==> src/rtl/id_ex_buffer_pkg.sv <==
// ---------------------------------------------------------------------------
// id_ex_buffer_pkg
// Shared pipeline definitions: the decoded control bundle carried between
// stages and the all-zero bubble value used when a stage is killed.
// Also used by the decoder and the other stage buffers.
// ---------------------------------------------------------------------------
package id_ex_buffer_pkg;

    typedef struct packed {
        logic       RegWrite;
        logic       MemRead;
        logic       MemWrite;
        logic       MemtoReg;
        logic       ALUSrc;
        logic       Branch;
        logic       Jump;
        logic [3:0] ALUop;
        logic [2:0] funct3;
    } ctrl_t;

    // A bubble must never write a register, touch memory or redirect fetch.
    localparam ctrl_t CTRL_NOP = '0;

endpackage

==> src/rtl/id_ex_buffer_sat_counter.sv <==
// ---------------------------------------------------------------------------
// sat_counter
// Event counter that sticks at its maximum value instead of wrapping.
// Ports:
//   clk    - counting clock, rising edge
//   rst    - asynchronous, active-high clear
//   inc    - count one event on this edge
//   clear  - synchronous clear (wins over inc)
//   count  - current value, WIDTH bits
// ---------------------------------------------------------------------------
module sat_counter #(
    parameter int WIDTH = 16
) (
    input  logic             clk,
    input  logic             rst,
    input  logic             inc,
    input  logic             clear,
    output logic [WIDTH-1:0] count
);

    always_ff @(posedge clk or posedge rst) begin
        if (rst) begin
            count <= '0;
        end else if (clear) begin
            count <= '0;
        end else if (inc && (count != {WIDTH{1'b1}})) begin
            count <= count + 1'b1;
        end
    end

endmodule

==> src/rtl/id_ex_buffer.sv <==
// ---------------------------------------------------------------------------
// id_ex_buffer
// ID -> EX pipeline register with bubble insertion and event counters.
// Ports:
//   i_clk, i_rst         - pipeline clock, asynchronous active-high reset
//   NOP                  - load-use stall: put a bubble into EX
//   flush                - redirect resolved in EX: kill the instruction in ID
//   valid_ID, *_ID       - decoded instruction from ID
//   valid_EX, *_EX       - registered copies presented to EX
//   MemRead_EX           - ctrl_EX.MemRead, for hazard detection
//   bubble_cnt,flush_cnt - saturating counts of stall bubbles / flushes
// Per edge: flush beats NOP beats a normal load.
// ---------------------------------------------------------------------------
module id_ex_buffer
    import id_ex_buffer_pkg::*;
#(
    parameter int CNT_W = 16
) (
    input  logic             i_clk,
    input  logic             i_rst,
    input  logic             NOP,
    input  logic             flush,
    input  logic             valid_ID,
    input  logic [31:0]      pc_ID,
    input  logic [31:0]      rs1_data_ID,
    input  logic [31:0]      rs2_data_ID,
    input  logic [31:0]      imm_ID,
    input  logic [4:0]       rs1_ID,
    input  logic [4:0]       rs2_ID,
    input  logic [4:0]       rd_ID,
    input  ctrl_t            ctrl_ID,
    output logic             valid_EX,
    output logic [31:0]      pc_EX,
    output logic [31:0]      rs1_data_EX,
    output logic [31:0]      rs2_data_EX,
    output logic [31:0]      imm_EX,
    output logic [4:0]       rs1_EX,
    output logic [4:0]       rs2_EX,
    output logic [4:0]       rd_EX,
    output ctrl_t            ctrl_EX,
    output logic             MemRead_EX,
    output logic [CNT_W-1:0] bubble_cnt,
    output logic [CNT_W-1:0] flush_cnt
);

    logic kill;
    assign kill = flush | NOP;

    always_ff @(posedge i_clk or posedge i_rst) begin
        if (i_rst) begin
            valid_EX    <= 1'b0;
            pc_EX       <= '0;
            rs1_data_EX <= '0;
            rs2_data_EX <= '0;
            imm_EX      <= '0;
            rs1_EX      <= '0;
            rs2_EX      <= '0;
            rd_EX       <= '0;
            ctrl_EX     <= CTRL_NOP;
        end else if (kill) begin
            valid_EX    <= 1'b0;
            pc_EX       <= '0;
            rs1_data_EX <= '0;
            rs2_data_EX <= '0;
            imm_EX      <= '0;
            rs1_EX      <= '0;
            rs2_EX      <= '0;
            rd_EX       <= '0;
            ctrl_EX     <= CTRL_NOP;
        end else begin
            valid_EX    <= valid_ID;
            pc_EX       <= pc_ID;
            rs1_data_EX <= rs1_data_ID;
            rs2_data_EX <= rs2_data_ID;
            imm_EX      <= imm_ID;
            rs1_EX      <= rs1_ID;
            rs2_EX      <= rs2_ID;
            // An invalid slot keeps its data but must not look like a
            // producer to forwarding or write anything downstream.
            rd_EX       <= valid_ID ? rd_ID   : 5'd0;
            ctrl_EX     <= valid_ID ? ctrl_ID : CTRL_NOP;
        end
    end

    assign MemRead_EX = ctrl_EX.MemRead;

    // Simultaneous NOP and flush counts only as a flush.
    sat_counter #(.WIDTH(CNT_W)) u_bubble_cnt (
        .clk   (i_clk),
        .rst   (i_rst),
        .inc   (NOP & ~flush),
        .clear (1'b0),
        .count (bubble_cnt)
    );

    sat_counter #(.WIDTH(CNT_W)) u_flush_cnt (
        .clk   (i_clk),
        .rst   (i_rst),
        .inc   (flush),
        .clear (1'b0),
        .count (flush_cnt)
    );

endmodule
==> config.mk <==
export PLATFORM = sky130hd
export DESIGN_NAME = id_ex_buffer
export DESIGN_NICKNAME = d
export VERILOG_FILES = /design/src/rtl/id_ex_buffer_pkg.sv /design/src/rtl/id_ex_buffer_sat_counter.sv /design/src/rtl/id_ex_buffer.sv
export SDC_FILE = /design/constraint.sdc
export NUM_CORES = 1
export LEC_CHECK = 0
export CORE_ASPECT_RATIO = 1.1
export CORE_MARGIN = 10
export CORE_UTILIZATION = 40
export CTS_CLUSTER_SIZE = 20
export DETAILED_ROUTE_END_ITERATION = 8
export PLACE_DENSITY = 0.74
export SYNTH_ARGS = -nofsm -noshare
export SYNTH_HDL_FRONTEND = slang
export SYNTH_HIERARCHICAL = 1
export SYNTH_SLANG_ARGS = --single-unit
export TNS_END_PERCENT = 5
==> constraint.sdc <==
create_clock -name i_clk -period 13.85 [get_ports i_clk]
set_input_delay 2.77 -clock i_clk [delete_from_list [all_inputs] [get_ports i_clk]]
set_output_delay 2.77 -clock i_clk [all_outputs]
set_load 0.01 [all_outputs]
==> run metrics <==
Resize count post-CTS 0; vias in the first global route 6078; Max Fclk 216 MHz; First DRT Iteration DRCs 214; Setup Buffers After CTS 0; largest net degree at the start of global routing 97; RSZ-0062 raised after global routing no; Mapped Area 0.00802 sq mm; sink of the worst hold path u_flush_cnt/count[14]; Yosys warnings 6; Final Hold Viols 0; I/O pins 353; Die ar. around 0.026 sq mm; status finished, final reports clean; Setup Viol. Count Final 0; Reg clk slew, reported paths approximately 0.080 ns; antenna violations before repair 4; gr usage total 19.2%; Worst EP required 14.21 ns; Pre-Repair DR Iteration Count 5; critical path's slowest cell or4_4; Post-Synthesis Cells 560; number of flops mapped to enable cells by yosys 0; GRT overflow 0; Gate power share between 10% and 20%; critical register-to-register path startpoint u_bubble_cnt/count[1]; maximum VDD drop 82.1 uV; Max Slew Vio Count 0; core area between 0.015 and 0.02 sq mm; Tightest Pin Transition 1.20 ns; crit-path max FO 48; Final ANT Viol Nets 0; top cell type's share of synthesized area 59.3%; Total Power 1.27 mW; worst skew pair latency 0.43 ns; Final GP Congestion 0.836; most common cell in the netlist dfrtp_1; CTS H-tree depth 4; Synth cell types 36; R2R Path End u_bubble_cnt/count[0]; global-route wire length before repair 38300 microns; syn avg cell area 14.3 sq um; post-route clock period utilization 33.4%; DR WL/cell 22.2 microns; Remaining DRCs 0; Buffers on Ports 352; Sw Share 24.0%; TNS Setup 0 ns; clk_skew 0.0123 ns; CP Capture Type flip-flop; Worst Setup SP NOP; Leakage 4.88 nW; hold slack 0.579 ns; die height ~170 microns; # rows 54; synthesized flop and latch total 190; clock sinks 190; CTS Hold Bufs 0; critical path's largest stage delay 0.50 ns; pwr/cell area 104 mW/mm^2; top_reg_cell synth dfrtp_1; reg-to-reg setup timing slack between 10 and 15 ns; Nets ~1100; Clock Tree Buf Depth 2; dpl hpwl 19100 microns; CTS tree yes; synth-to-layout area growth 51.4%; sequential element share of the synthesized area 59.3%; crit path DAT approximately 5 ns; Final Routed Wirelength ~26000 microns; Hold Crit Start u_flush_cnt/count[14]; Synth async-reset ratio 100%; Synth area leader dfrtp_1; Int Pwr 0.964 mW; gate family responsible for the most delay along the worst path simple AND/OR/NAND/NOR gates; CTS buffer count 17; DIE WIDTH 155 microns; Post-Layout Inst Area between 0.01 and 0.015 sq mm; R2R depth 5; max_cap viols 0; Reg power frac 45.6%; via count of the routed design 5894; post-layout min period 4.63 ns; Initial Util 40.5%; Sw Pwr 0.304 mW; hold path depth 2; max_slew headroom 20.0%; HP Class flip-flop to flip-flop; CP Class input pin to flip-flop; top post-synthesis cells by area dfrtp_1, nor3b_2, buf_6; filler instances 1569; ordered cell list for the critical path buf_6 -> nor2b_1 -> nand3_1 -> or4_4 -> or4_1 -> a21oi_1; crit start category input pin; synth cell count leaders dfrtp_1, nor3b_2, nor3b_1; Root Driver clkbuf_16; worst path buffer plus inverter count 1; clock power share 42.1%; share of cells above drive strength 1 19.8%; area post-placement around 0.011 sq mm; Via density 5.09
## power groups by stage
stage               sequential, mW  clock, mW  combinational (mW)
CTS                          0.578      0.547               0.158
finish                       0.578      0.534               0.155
floorplan                    0.598          0              0.0595
global placement             0.588          0               0.156
detailed placement           0.589          0               0.156
global route                 0.580      0.566               0.166
## how the worst max path moves through the flow
stage / slack, ns / depth (start not counted) / endpoint
after global routing: 9.07 / 6 / u_bubble_cnt/count[13]
after detailed placement: 8.79 / 4 / rs1_data_EX[8]
after floorplan: 6.82 / 1 / MemRead_EX
after global placement: 8.80 / 4 / rs1_data_EX[3]
after CTS: 9.25 / 4 / rs1_data_EX[10]
final: 9.22 / 6 / u_bubble_cnt/count[13]
## kinds of logic after synthesis
family	count (synthesis)	share of synthesized area, %
multiplexers	6	0.811
adder cells (fa/ha/maj)	2	0.312
other	1	0.0467
AND/OR/NAND/NOR	257	30.5
buffers and inverters	54	5.46
AO/OA/AOI/OAI	50	3.65
flip-flops	190	59.3
## layout by cell type, fill, tap and decap left out, types with 6 or more instances in the layout
cell             count
or3_1               12
nor4_1               6
nor3b_1             29
o31ai_1             10
o21ai_0             10
nand4_1              8
dfrtp_1            190
clkbuf_16           17
nor3b_2            110
or4_1               12
nand2_1             12
clkdlybuf4s50_1    350
inv_6                7
and4bb_2            18
inv_1                6
nand3_1             14
nor3_1               8
a21oi_1             24
nor2b_1              7
nor2_1               6
## per-layer routing
metal | vias up | global-route usage [%] | wire, microns
met5 | - | 0 | 0
met4 | 0 | 6.25 | 403
met3 | 28 | 10.3 | 2820
met2 | 229 | 32.1 | 13400
met1 | 2959 | 20.2 | 9080
li1 | 2678 | - | -
## metrics by stage
stage	worst slack, ns	util, %	instances
3_3_place_gp	8.80	58.0	1122
4_1_cts	9.25	61.3	1154
3_5_place_dp	8.79	58.0	1122
5_1_grt	9.07	61.3	1158
6_report	9.22	61.3	1158
2_1_floorplan	6.82	-	561
## final cells by class
type	instances	area, sq um	share of cell area (%)
diodes	4	10.0	0.0824
inverters	7	31.3	0.258
multi-input cells	317	2830	23.3
clock inverters	13	190	1.57
flip-flops and latches	190	4750	39.2
well taps	252	315	2.60
clock buffers	19	453	3.73
repair buffers	356	3560	29.3
## flip-flops by register name, summed over array words and instances (netlist names)
register,cells
ctrl_EX,13
rs2_EX,5
rs2_data_EX,32
u_bubble_cnt/count,16
rd_EX,5
u_flush_cnt/count,16
valid_EX,1
pc_EX,32
imm_EX,32
MemRead_EX,1
rs1_EX,5
rs1_data_EX,32
## worst reg2reg max path, delay by kind of cell, from the launching register on
family / cells / cell delay (ns)
AND/OR/NAND/NOR: 3 / 0.84
flip-flops: 1 / 0.43
adder cells (fa/ha/maj): 1 / 0.36
multiplexers: 1 / 0.31
Power figures use the tool's default switching activity.
